[src/rtl/int_to_fp.sv]
// int_to_fp: pipelined signed-integer / fixed-point to floating-point converter.
// Four register stages with one conversion accepted per clock and no backpressure.
// Output fields are sign / biased exponent / stored fraction, with no denormals.
// Optional macro INT_TO_FP_RNE_EN selects round-to-nearest-even.
// When the macro is not defined, the fraction is truncated (round toward zero).
module int_to_fp #(
    parameter int EXPONENT_SIZE        = 8,
    parameter int MANTISSA_SIZE        = 7,
    parameter int INT_SIZE             = 16,
    parameter int FIXED_POINT_POSITION = 0
) (
    input  logic                     clk,
    input  logic                     rst_n,
    input  logic                     din_valid,
    input  logic [INT_SIZE-1:0]      din,
    output logic                     dout_valid,
    output logic                     sign,
    output logic [EXPONENT_SIZE-1:0] exponent,
    output logic [MANTISSA_SIZE-1:0] mantissa
);

    localparam int LZC_W   = $clog2(INT_SIZE) + 1;
    localparam int BIAS    = (1 << (EXPONENT_SIZE - 1)) - 1;
    localparam int EXP_MAX = (1 << EXPONENT_SIZE) - 1;
    localparam int EXP_OFS = INT_SIZE - 1 - FIXED_POINT_POSITION;
    // The bits below the hidden one, followed by MANTISSA_SIZE+1 zeros.
    // Fraction and guard always exist, even for narrow inputs.
    localparam int PAD_W   = INT_SIZE + MANTISSA_SIZE;

    // Stage 1 registers
    logic                r_s1_valid, r_s1_sign, r_s1_zero;
    logic [INT_SIZE-1:0] r_s1_mag;
    logic [INT_SIZE-1:0] w_s1_mag;

    // Stage 2 registers
    logic                r_s2_valid, r_s2_sign, r_s2_zero;
    logic [INT_SIZE-1:0] r_s2_mag;
    logic [LZC_W-1:0]    r_s2_lzc;
    logic [LZC_W-1:0]    w_s2_lzc;

    // Stage 3 registers
    logic                     r_s3_valid, r_s3_sign, r_s3_zero;
    logic                     r_s3_guard, r_s3_sticky;
    logic [MANTISSA_SIZE-1:0] r_s3_frac;
    logic signed [31:0]       r_s3_exp;
    logic                     w_s3_unused_hidden;
    logic [INT_SIZE-2:0]      w_s3_below;
    logic [PAD_W-1:0]         w_s3_pad;
    logic signed [31:0]       w_s3_exp;

    // Stage 4 rounding
    logic                     w_s4_round_up;
    logic [MANTISSA_SIZE:0]   w_s4_sum;
    logic signed [31:0]       w_s4_biased;

    // Magnitude of the two's-complement input.
    // The most-negative value maps to 2^(INT_SIZE-1), which still fits in INT_SIZE bits.
    assign w_s1_mag = din[INT_SIZE-1] ? (~din + INT_SIZE'(1)) : din;

    // Stage 1: capture the sign, the magnitude and the zero flag.
    always_ff @(posedge clk or negedge rst_n) begin
        if (!rst_n) begin
            r_s1_valid <= 1'b0;
            r_s1_sign  <= 1'b0;
            r_s1_zero  <= 1'b0;
            r_s1_mag   <= '0;
        end else begin
            // NOTE: pipeline state uses non-blocking assignments so every stage samples the previous stage's old value.
            r_s1_valid <= din_valid;
            if (din_valid) begin
                r_s1_sign <= din[INT_SIZE-1];
                r_s1_zero <= (din == '0);
                r_s1_mag  <= w_s1_mag;
            end
        end
    end

    // Leading-zero count: the highest set bit wins, because the loop scans upward.
    always_comb begin
        // NOTE: a default before the loop keeps this purely combinational (no latch).
        w_s2_lzc = LZC_W'(INT_SIZE);
        for (int i = 0; i < INT_SIZE; i++) begin
            if (r_s1_mag[i]) w_s2_lzc = LZC_W'(INT_SIZE - 1 - i);
        end
    end

    // Stage 2: register the leading-zero count alongside the magnitude.
    always_ff @(posedge clk or negedge rst_n) begin
        if (!rst_n) begin
            r_s2_valid <= 1'b0;
            r_s2_sign  <= 1'b0;
            r_s2_zero  <= 1'b0;
            r_s2_mag   <= '0;
            r_s2_lzc   <= '0;
        end else begin
            r_s2_valid <= r_s1_valid;
            if (r_s1_valid) begin
                r_s2_sign <= r_s1_sign;
                r_s2_zero <= r_s1_zero;
                r_s2_mag  <= r_s1_mag;
                r_s2_lzc  <= w_s2_lzc;
            end
        end
    end

    // Normalise so the hidden 1 sits at the MSB, then split off the bits below it.
    assign {w_s3_unused_hidden, w_s3_below} = r_s2_mag << r_s2_lzc;
    assign w_s3_pad = {w_s3_below, {(MANTISSA_SIZE + 1){1'b0}}};
    assign w_s3_exp = EXP_OFS - int'(r_s2_lzc);

    // Stage 3: register the unbiased exponent and the fraction/guard/sticky fields.
    always_ff @(posedge clk or negedge rst_n) begin
        if (!rst_n) begin
            r_s3_valid  <= 1'b0;
            r_s3_sign   <= 1'b0;
            r_s3_zero   <= 1'b0;
            r_s3_frac   <= '0;
            r_s3_guard  <= 1'b0;
            r_s3_sticky <= 1'b0;
            r_s3_exp    <= '0;
        end else begin
            r_s3_valid <= r_s2_valid;
            if (r_s2_valid) begin
                r_s3_sign   <= r_s2_sign;
                r_s3_zero   <= r_s2_zero;
                r_s3_frac   <= w_s3_pad[PAD_W-1 -: MANTISSA_SIZE];
                r_s3_guard  <= w_s3_pad[INT_SIZE-1];
                r_s3_sticky <= |w_s3_pad[INT_SIZE-2:0];
                r_s3_exp    <= w_s3_exp;
            end
        end
    end

`ifdef INT_TO_FP_RNE_EN
    // Round to nearest; an exact tie goes to the even fraction.
    assign w_s4_round_up = r_s3_guard & (r_s3_sticky | r_s3_frac[0]);
`else
    // Truncation: guard and sticky are produced but deliberately ignored.
    logic w_s4_unused_rnd;
    assign w_s4_unused_rnd = r_s3_guard | r_s3_sticky;
    assign w_s4_round_up   = 1'b0;
`endif

    // A carry out of the fraction leaves a zero fraction and bumps the exponent.
    assign w_s4_sum    = {1'b0, r_s3_frac} + (MANTISSA_SIZE + 1)'(w_s4_round_up);
    assign w_s4_biased = r_s3_exp + int'(w_s4_sum[MANTISSA_SIZE]) + BIAS;

    // Stage 4: bias the exponent, then apply zero, underflow-flush and overflow-saturate.
    always_ff @(posedge clk or negedge rst_n) begin
        if (!rst_n) begin
            dout_valid <= 1'b0;
            sign       <= 1'b0;
            exponent   <= '0;
            mantissa   <= '0;
        end else begin
            dout_valid <= r_s3_valid;
            if (r_s3_valid) begin
                if (r_s3_zero || (w_s4_biased <= 0)) begin
                    sign     <= 1'b0;
                    exponent <= '0;
                    mantissa <= '0;
                end else if (w_s4_biased >= EXP_MAX) begin
                    sign     <= r_s3_sign;
                    exponent <= EXPONENT_SIZE'(EXP_MAX - 1);
                    mantissa <= '1;
                end else begin
                    sign     <= r_s3_sign;
                    exponent <= w_s4_biased[EXPONENT_SIZE-1:0];
                    mantissa <= w_s4_sum[MANTISSA_SIZE-1:0];
                end
            end
        end
    end

endmodule

[config.mk]
export PLATFORM = sky130hd
export DESIGN_NAME = int_to_fp
export DESIGN_NICKNAME = d
export VERILOG_FILES = /design/src/rtl/int_to_fp.sv
export SDC_FILE = /design/constraint.sdc
export NUM_CORES = 1
export LEC_CHECK = 0
export CAP_MARGIN = 0
export CORE_MARGIN = 5
export CORE_UTILIZATION = 50
export DETAILED_ROUTE_END_ITERATION = 8
export PLACE_DENSITY = 0.82
export SETUP_SLACK_MARGIN = 0.15
export SYNTH_ARGS = -nofsm -noshare
export SYNTH_HDL_FRONTEND = slang
export SYNTH_SLANG_ARGS = --single-unit
[constraint.sdc]
create_clock -name clk -period 1.62 [get_ports clk]
set_input_delay 0.243 -clock clk [delete_from_list [all_inputs] [get_ports clk]]
set_output_delay 0.243 -clock clk [all_outputs]
set_load 0.005 [all_outputs]
# ---- Yosys cells after proc, flatten, opt, wreduce, memory -nomap -nowiden
# Index checks and enable logic that the tools add are counted.
dict set report word_totals {
  ramBits 0
  latchBits 0
  mem_count 0
  romBits 0
  register_bits 102
}
dict set report classes {
  multipliers 0
  div 0
  eq_ne 0
  reduce_logical 2
  add_sub_neg 3
  bitwise 1
  shift 1
  mux 22
  order_cmp 2
}
# operator count
set ops {}
lappend ops {{$mux W5} 16}
lappend ops {{$add A32 B8 Y32 const B} 1}
lappend ops {{$ge A32 B9 Y1 const B} 1}
lappend ops {{$le A32 B1 Y1 const B} 1}
lappend ops {{$add A16 B1 Y16 const B} 1}
lappend ops {{$logic_not A16 Y1} 1}
lappend ops {{$mux W16} 1}
lappend ops {{$mux W8} 2}
lappend ops {{$not A16 Y16} 1}
lappend ops {{$shl A16 B5 Y15} 1}
lappend ops {{$mux W7} 2}
lappend ops {{$sub A4 B5 Y6 const A} 1}
lappend ops {{$logic_or A1 B1 Y1} 1}
lappend ops {{$mux W1} 1}

# ---- Logic depth before layout (Yosys ltp)
# Gate-level depths: netlist (run 1).
dict set report depth {
  word_depth 16
  mapped_depth 7
  depth_no_buf 7
}

# ---- Least setup slack after synthesis (run 1)
# Ideal clock, no wire load.
dict set report synth_timing {
  path_type {register -> register}
  from {register r_s2_lzc[0]}
  to {register r_s3_frac[2]}
  n_path_buf 2
  arrival_ns 1.354
  path_stages_with_launch 8
  required_ns 1.482
  path_slack_ns 0.129
  cell_sequence {dfrtp_1 buf_6 buf_6 mux2_2 mux2i_1 nor2_1 a21oi_1 o221ai_1}
}
dict set report synth_between {
  elab_chain_cells 1
}
# item line
set synth_rtl {}
lappend synth_rtl {{start: declaration} 38} ;# logic [LZC_W-1:0] r_s2_lzc;
lappend synth_rtl {{start signal: assignment} 101} ;# r_s2_lzc <= w_s2_lzc;
lappend synth_rtl {{$shl A16 B5 Y15} 107} ;# assign {w_s3_unused_hidden, w_s3_below} = r_s2_mag << r_s2_lzc;
lappend synth_rtl {{end signal: assignment} 126} ;# r_s3_frac <= w_s3_pad[PAD_W-1 -: MANTISSA_SIZE];
lappend synth_rtl {{end: declaration} 44} ;# logic [MANTISSA_SIZE-1:0] r_s3_frac;
# Every way passes these cells.
# A chain may end at the register's enable or synchronous reset.

# ---- Worst setup path in the final report (run 1)
dict set report layout_timing {
  from {register r_s2_lzc[0]}
  to {register r_s3_frac[3]}
}
# The elaborated chain is that of the path after synthesis.

==> flow_summary_export.csv, run 1 <==
group,metric,value,unit
sta,finalSetupViolCount,0,
cells_and_area,multi_input_area,1774,um2
synth,avgSynthCellArea,10.58,um2
synth,synth_edf_count,0,
worst_hold_path,hold_path.class,"input pin to flop",
floorplanning,die_area,9323,um2
grt,grt_usage,0.1854,
sta,holdWs,0.3995,ns
cells_and_area,nNetsFinal,451,
worst_setup_path,crit_type,"flop to flop",
outcome,status,"finished, final reports clean",
route,wl_per_cell,14.59,um
synth,synthTopCellsByCount,"dfrtp_1, nor2_1, mux2_2",
sta,min_period,1.615,ns
worst_setup_path,arrival,1.88,ns
job,max-cap-violations,0,
floorplanning,fp.coreArea,7292,um2
synth,synth.top_cell.area_share,0.4943,
synth,synthesis.nets,376,
cts,clk_latency,0.35,ns
placement,post-dp-hpwl,5411,um
worst_setup_path,slowest_delay,0.49,ns
sta,fin_worst_skew,0.008499,ns
worst_setup_path,slowest_stage,"mux4_2",
worst_setup_path,crit_path_start_kind,"flop",
grt,first_global_vias,2965,
placement,place_congestion,0.8596,
synth,async_reset_ff_frac,1.000,
cts,clockBufferDepth,2,
worst_setup_path,r2r_setup_slack,0.005,ns
synth,yosys_warnings,0,
synth,synth_most_common_cell,"dfrtp_1",
cells_and_area,nFillCells,585,
floorplanning,die_h,96.56,um
cells_and_area,area_growth,28.96,%
sta,worst_pin_slew,0.5085,ns
cts,clkTransAtPathRegs,0.08,ns
route,wl,7779,um
cts,cts_buffers,9,
grt,antenna_found_initial,0,
synth,syn_inst,354,
cells_and_area,diodes,0,
sta,fmax,0.6194,GHz
cts,cts.sinks,74,
worst_setup_path,end_kind,"flop",
pwr,totalPowerFinal,5.113,mW
synth,synth_ff_type,"dfrtp_1",
sta,relSlewSlack,0.6579,
synth,ys_seq_area_frac,0.4943,
cts,htreeDepth,3,
sta,period_share,0.9966,
grt,grt_max_degree,75,
sta,hold_viol,0,
grt,globalRouteOverflowTotal,0,
synth,yosys.cell_types.count,44,
synth,synth_top_area_cell,"dfrtp_1",
route,via_per_inst,5.334,
floorplanning,fp-row-count,31,
synth,synth-seq-cells,74,
worst_setup_path,critPathMaxFanout,6,
worst_setup_path,crit_required,1.88,ns
grt,grt_pass1_wl,13360,um
worst_setup_path,crit_chain,"buf_12, buf_8, mux2i_2, mux4_2, o221ai_2",
route,drc_errors,0,
sta,layout_setup_ws,0.005494,ns
synth,syn_area,3746,um2
floorplanning,initial_core_util,0.5137,
pwr,power.density,1058,nW/um2
sta,slew_violations,0,
pwr,max-vdd-ir-drop,0.4407,mV
cells_and_area,fin_util,0.6625,
route,via_count,2843,
route,first_pass_iters,5,
floorplanning,ios,36,
cells_and_area,final_layout_size_suffix_gt1_frac,0.2742,
cts,cts_root_buffer,"clkbuf_8",
sta,rsz0062_at_grt,"yes",
placement,dpl_cell_area,4408,um2
cells_and_area,seq_area,1853,um2
route,first_iter_violations,89,
synth,synth_area_leaders,"dfrtp_1, mux2_2, nor2_1",
cells_and_area,stdcell_area,4831,um2
route,ant_nets,0,
floorplanning,die_w,96.56,um
placement,pre_cts_slack,-0.3603,ns
cts,cts_tree,"yes",
pwr,total_leakage_power,2.195,nW
placement,io_buffer_count,35,
[stage by stage]
step | instances | TNS (ns)
3_3_place_gp | 504 | -2.620
5_1_grt | 533 | -0.09293
4_1_cts | 527 | 0
6_report | 533 | 0
2_1_floorplan | 354 | 0
3_5_place_dp | 504 | -3.546
[critical path, delay by kind of cell, from the launching register on]
kind            cells  cell delay (ns)
compound gates      1             0.19
buf+inv             2             0.27
flops               1             0.43
mux                 2             0.64
[logic make-up (layout without fill, tap and decap cells)]
kind of cell | count (synthesis) | in the layout | synth area share
xor+xnor | 15 | 15 | 0.03507
mux | 49 | 49 | 0.1587
flops | 74 | 74 | 0.4943
fa+ha+maj | 3 | 3 | 0.01002
simple gates | 93 | 93 | 0.1306
buf+inv | 46 | 126 | 0.05043
compound gates | 74 | 74 | 0.1209
[routing by layer]
metal	global-route usage	share of wire	wire length (um)	vias up
met4	0.07593	0.016	122	0
met3	0.03718	0.042	326	12
li1	-	-	-	1396
met1	0.2176	0.42	3254	1385
met5	0	0	0	-
met2	0.3305	0.52	4075	50
[registers in the layout, summed over array words and instances, names as in the netlist, 5 cells and up]
register	flops
r_s3_frac	7
r_s2_mag	15
exponent	8
r_s2_lzc	5
r_s1_mag	16
r_s3_exp	5
mantissa	7
[what timing repair did]
item	CTS	global route
gates cloned	0	0
pin swaps	12	8
resized for setup	34	18
buffers inserted	6	6
hold buffers	1	0
endpoints found under the setup margin	20	25
endpoints found under the hold margin	74	0
[cell type report]
type                            count  share of cell area
Timing Repair Buffer               81              0.1564
Clock buffer                       13             0.03497
Inverter                           29             0.02253
Multi-Input combinational cell    234              0.3673
Tap cell                           99             0.02564
Sequential cell                    74              0.3836
Clock inverter                      3            0.009583
[path summary, 6_finish.rpt]
| check | from | end | cells after the start |
|---|---|---|---|
| setup / recovery | r_s2_lzc[0] | r_s3_frac[3] | 5 |
| hold / removal | din[2] | r_s1_mag[2] | 4 |
| setup reg to reg | r_s2_lzc[0] | r_s3_frac[3] | 5 |
| hold reg to reg | exponent[1] | exponent[1] | 1 |
| min in group asynchronous | rst_n | exponent[7] | 3 |
| max in group asynchronous | rst_n | r_s2_lzc[0] | 3 |
[where the power goes]
part           internal, mW  switching [mW]  total, mW  leakage, nW
sequential             2.11           0.229       2.34        0.873
clock                 0.841           0.670       1.51        0.106
combinational         0.726           0.536       1.26         1.22
total                  3.68            1.43       5.11         2.19
[cells in the final DEF (no fill, tap or decap), drive strengths merged, types with 11 or more instances in the layout]
cell type / n
dfrtp: 74
buf: 46
nor2: 35
mux2: 33
inv: 29
a21oi: 26
o21ai: 20
nand2: 16
dlygate4sd2: 13
clkbuf: 13
clkdlybuf4s50: 11
mux2i: 11
No activity file was read; power rests on OpenSTA's default activity.
==> inputs of run 2 (changes only) <==
--- a/config.mk
+++ b/config.mk
@@ -6,6 +6,7 @@
 export NUM_CORES = 1
 export LEC_CHECK = 0
 export CAP_MARGIN = 0
+export CORE_ASPECT_RATIO = 1.75
 export CORE_MARGIN = 5
 export CORE_UTILIZATION = 50
 export DETAILED_ROUTE_END_ITERATION = 8
==> run 2 against run 1 <==
Compared with the run above:
- setup slack got worse by 0.0037 ns
- sequential power about the same
- first-iteration DRC count increased by 130%
- combinational power decreased by 4%
- clock power increased by 28%
- die area increased by 0.74%
- flip-flop and latch count unchanged
- global-route usage decreased by 1.1 points
- non-clock buffer count decreased by 3
- clock skew decreased by 0.0029 ns
- total power increased by 7.0%
- largest cell class unchanged
- highest routed layer unchanged
==> flow_summary_export.csv, run 2 (synthesized netlist as in run 1, its figures left out) <==
group,metric,value,unit
cells_and_area,seq_area,1852,um2
route,ant_nets,0,
sta,slew_violations,0,
floorplanning,die_area,9391,um2
route,first_pass_iters,5,
cells_and_area,nFillCells,586,
floorplanning,fp-row-count,41,
cells_and_area,final_layout_size_suffix_gt1_frac,0.2535,
sta,rsz0062_at_grt,"yes",
worst_setup_path,end_kind,"flop",
worst_hold_path,hold_path.class,"input pin to async pin",
sta,relSlewSlack,0.6499,
cells_and_area,final_cells,516,
grt,grt_max_degree,75,
grt,grt_pass1_wl,12680,um
floorplanning,die_w,75.43,um
grt,grt_usage,0.1749,
placement,post-place-cells,495,
grt,antenna_found_initial,0,
placement,post-dp-hpwl,5521,um
worst_setup_path,r2r_cells,5,
route,via_count,2786,
pwr,max-vdd-ir-drop,0.7633,mV
worst_setup_path,crit_required,1.83,ns
cts,clockBufferDepth,2,
route,first_iter_violations,201,
sta,fmax,0.6180,GHz
floorplanning,initial_core_util,0.5143,
cells_and_area,mostFrequentLayoutCell,"dfrtp_1",
placement,place_congestion,0.8869,
sta,fin_worst_skew,0.005648,ns
cells_and_area,nNetsFinal,448,
sta,worst_pin_slew,0.5203,ns
sta,hold_viol,0,
cts,cts_root_buffer,"clkbuf_16",
floorplanning,die_h,124.5,um
placement,io_buffer_count,35,
worst_setup_path,critPathMaxFanout,9,
cells_and_area,largest-register,"r_s1_mag",
cts,cts.sinks,74,
cells_and_area,diodes,0,
cells_and_area,area_growth,28.96,%
pwr,total_leakage_power,2.120,nW
floorplanning,ios,36,
worst_setup_path,crit_path_start_kind,"flop",
cts,clk_latency,0.33,ns
outcome,status,"finished, final reports clean",
job,max-cap-violations,0,
sta,setup-tns-final,0,ns
route,wl,7686,um
sta,min_period,1.618,ns
grt,globalRouteOverflowTotal,0,
floorplanning,fp.coreArea,7284,um2
worst_setup_path,crit_type,"flop to flop",
cts,clkTransAtPathRegs,0.05,ns
worst_setup_path,r2r_setup_slack,0.002,ns
sta,period_share,0.9989,
worst_setup_path,arrival,1.83,ns
placement,pre_cts_slack,-0.3426,ns
cells_and_area,multi_input_area,1785,um2
route,via_per_inst,5.399,
cts,cts_buffers,9,
cells_and_area,layout_common_cells,"dfrtp_1, buf_4, nor2_1",
route,drc_errors,0,
pwr,power.density,1132,nW/um2
grt,first_global_vias,2814,
cells_and_area,reg.largest.list,"r_s1_mag (16), r_s2_mag (15), exponent (8)",
cts,htreeDepth,3,
sta,finalSetupViolCount,0,
cells_and_area,largest_reg_flops,16,
route,wl_per_cell,14.90,um
cts,cts_tree,"yes",
sta,layout_setup_ws,0.001838,ns
-- run 2: area by class of cell --
class | instances | area share
clock buffer | 13 | 0.05180
clock inverter | 2 | 0.007770
inverter | 29 | 0.02253
multi-input combinational | 234 | 0.3696
sequential | 74 | 0.3833
tap | 86 | 0.02227
timing repair buffer | 78 | 0.1427
-- run 2: power by group --
part           switching, mW  internal, mW
clock                  0.706          1.23
combinational          0.517         0.691
sequential             0.215          2.11
-- run 2: path summary, 6_finish.rpt --
path	start	endpoint
worst min-delay path	rst_n	exponent[6]
worst min register to register	r_s3_frac[5]	r_s3_frac[5]
worst max-delay path	r_s2_lzc[0]	r_s3_frac[4]
min in group clk	din[2]	r_s1_mag[2]
max in group asynchronous	rst_n	r_s2_mag[3]
worst max register to register	r_s2_lzc[0]	r_s3_frac[4]
-- run 2: timing repair --
action                                  in CTS  in global routing
setup buffers                                4                  1
hold buffers                                 1                  0
cloned                                       0                  0
endpoints found under the hold margin       74                  0
resized for setup                           19                  9
endpoints found under the setup margin      17                 21
pin swaps                                   10                  2
-- run 2: metal layers --
metal | part of all wire | vias up | track usage
li1 | - | 1392 | -
met1 | 0.37 | 1295 | 0.1869
met2 | 0.55 | 74 | 0.3057
met3 | 0.041 | 25 | 0.03393
met4 | 0.039 | 0 | 0.09578
met5 | 0 | - | 0
-- run 2: critical path, stage by stage, from the launching register on --
cell and delay (ns):
dfrtp_1 0.39, buf_12 0.15, mux4_2 0.52, nand2_1 0.08
nand3_1 0.09, a32o_1 0.26
-- run 2: per-stage QoR --
step / power, mW / util / cell area, um2 / hold WS [ns]
finish: 5.470 / 0.6632 / 4831 / 0.4580
global route: 5.714 / 0.6632 / 4831 / 0.5026
CTS: 5.481 / 0.6561 / 4780 / 0.4723
detailed placement: 3.514 / 0.6070 / 4422 / 0.2999
global placement: 3.470 / 0.6070 / 4422 / 0.2937
floorplan: 2.992 / - / 3746 / -0.05259
==> inputs of run 3 (changes only) <==
--- a/config.mk
+++ b/config.mk
@@ -7,10 +7,10 @@
 export LEC_CHECK = 0
 export CAP_MARGIN = 0
 export CORE_ASPECT_RATIO = 1.75
-export CORE_MARGIN = 5
+export CORE_MARGIN = 4
 export CORE_UTILIZATION = 50
 export DETAILED_ROUTE_END_ITERATION = 8
-export PLACE_DENSITY = 0.82
+export PLACE_DENSITY = 0.71
 export SETUP_SLACK_MARGIN = 0.15
 export SYNTH_ARGS = -nofsm -noshare
 export SYNTH_HDL_FRONTEND = slang
==> run 3 against run 2 <==
Compared with the run above:
- global-route usage is 1.2 points higher
- setup slack better by 0.0070 ns
- die area is 4.2% lower
- combinational power is 7% higher
- total power is 0.82% higher
- maximum frequency is 0.43% higher
- sequential power hardly changed
- design area is 1.1% higher
==> flow_summary_export.csv, run 3 (synthesized netlist as in run 1, its figures left out) <==
group,metric,value,unit
cells_and_area,seq_area,1853,um2
placement,post-dp-hpwl,5704,um
cells_and_area,mostFrequentLayoutCell,"dfrtp_1",
worst_setup_path,arrival,1.81,ns
route,wl_per_cell,15.10,um
route,via_count,2767,
worst_setup_path,critPathMaxFanout,4,
route,first_pass_iters,4,
cts,cts_tree,"yes",
cts,htreeDepth,3,
cts,cts.sinks,74,
cells_and_area,layout_common_cells,"dfrtp_1, nor2_1, buf_4",
grt,globalRouteOverflowTotal,0,
cts,cts_buffers,9,
sta,hold_viol,0,
cts,clockBufferDepth,2,
worst_setup_path,crit_required,1.82,ns
sta,worst_pin_slew,0.4967,ns
sta,fin_worst_skew,0.005171,ns
cells_and_area,final_layout_size_suffix_gt1_frac,0.2874,
cells_and_area,area_growth,30.43,%
floorplanning,initial_core_util,0.5179,
route,ant_nets,0,
outcome,status,"finished, final reports clean",
route,first_iter_violations,61,
grt,grt_max_degree,75,
route,drc_errors,0,
sta,slew_violations,0,
cells_and_area,multi_input_area,1837,um2
cts,clk_latency,0.33,ns
placement,dpl_cell_area,4414,um2
sta,setup-tns-final,0,ns
floorplanning,die_h,122.5,um
floorplanning,fp.coreArea,7233,um2
sta,period_share,0.9945,
sta,relSlewSlack,0.6658,
worst_setup_path,end_kind,"flop",
grt,first_global_vias,2803,
cells_and_area,diodes,0,
placement,io_buffer_count,35,
grt,grt_pass1_wl,12730,um
job,max-cap-violations,0,
cells_and_area,largest_reg_flops,16,
cells_and_area,largest-register,"r_s1_mag",
floorplanning,fp-row-count,41,
placement,place_congestion,0.8969,
sta,holdWs,0.3637,ns
route,via_per_inst,5.383,
cells_and_area,nFillCells,593,
floorplanning,die_w,73.43,um
pwr,power.density,1129,nW/um2
sta,finalSetupViolCount,0,
cells_and_area,stdcell_area,4886,um2
sta,layout_setup_ws,0.008839,ns
pwr,max-vdd-ir-drop,0.7221,mV
worst_setup_path,r2r_setup_slack,0.009,ns
worst_setup_path,crit_type,"flop to flop",
floorplanning,die_area,8996,um2
sta,min_period,1.611,ns
pwr,total_leakage_power,2.112,nW
cells_and_area,nNetsFinal,447,
route,wl,7761,um
placement,pre_cts_slack,-0.3788,ns
floorplanning,ios,36,
cells_and_area,fin_util,0.6755,
grt,grt_usage,0.1868,
sta,fmax,0.6207,GHz
grt,antenna_found_initial,0,
cts,cts_root_buffer,"clkbuf_16",
worst_hold_path,hold_path.class,"input pin to flop",
sta,rsz0062_at_grt,"yes",
cts,clkTransAtPathRegs,0.06,ns
cells_and_area,reg.largest.list,"r_s1_mag (16), r_s2_mag (15), exponent (8)",
worst_setup_path,crit_path_start_kind,"flop",
## run 3: cell types whose count changed in the layout (fill, tap and decap cells not counted), moves of 2 or more
| cell | delta |
|---|---|
| o221ai_1 | -2 |
| o21ai_0 | -3 |
| mux2_4 | +3 |
| dlygate4sd2_1 | -2 |
| nor4_2 | +2 |
| buf_6 | +4 |
| o221ai_2 | +2 |
| buf_4 | -6 |
| mux2_2 | -3 |
| o21ai_2 | +2 |
## run 3: critical path, stage by stage (launching register included)
cell	delay, ns
dfrtp_2	0.40
buf_12	0.13
buf_6	0.09
mux4_2	0.55
mux2i_1	0.18
o221ai_1	0.12
## run 3: path summary, 6_finish.rpt
check / startpoint / to / cells past startpoint
max: r_s2_lzc[0] / r_s3_frac[6] / 5
min: din[6] / r_s1_mag[6] / 4
max reg2reg: r_s2_lzc[0] / r_s3_frac[6] / 5
min reg2reg: r_s3_frac[3] / r_s3_frac[3] / 2
max in group asynchronous: rst_n / r_s2_lzc[0] / 3
min in group asynchronous: rst_n / r_s3_valid / 3
## run 3: layout make-up
cell class	count	area share
Clock inverter	3	0.008707
Sequential cell	74	0.3793
Multi-Input combinational cell	234	0.3759
Inverter	29	0.02228
Tap cell	86	0.02202
Clock buffer	11	0.04763
Timing Repair Buffer	77	0.1442
## run 3: layer usage
layer / track usage / wire (um) / vias up
met5: 0 / 0 / -
met4: 0.1111 / 241 / 0
met3: 0.03361 / 236 / 17
met2: 0.3470 / 4496 / 46
met1: 0.1860 / 2787 / 1313
li1: - / - / 1391
## run 3: power breakdown
group	internal (mW)	switching, mW
logic	0.754	0.544
clock network	1.17	0.708
registers	2.12	0.221
## run 3: per-stage QoR
step,power (mW),cells
2_1_floorplan,2.992,354
3_3_place_gp,3.486,494
3_5_place_dp,3.518,494
4_1_cts,5.491,513
5_1_grt,5.770,514
6_report,5.514,514
## run 3: repair_timing
action | CTS | global route
setup endpoints to repair | 17 | 17
resized for setup | 28 | 25
cloned | 0 | 0
pin swaps | 13 | 9
buffers inserted | 4 | 1
hold buffers | 1 | 0
hold endpoints to repair | 74 | 0
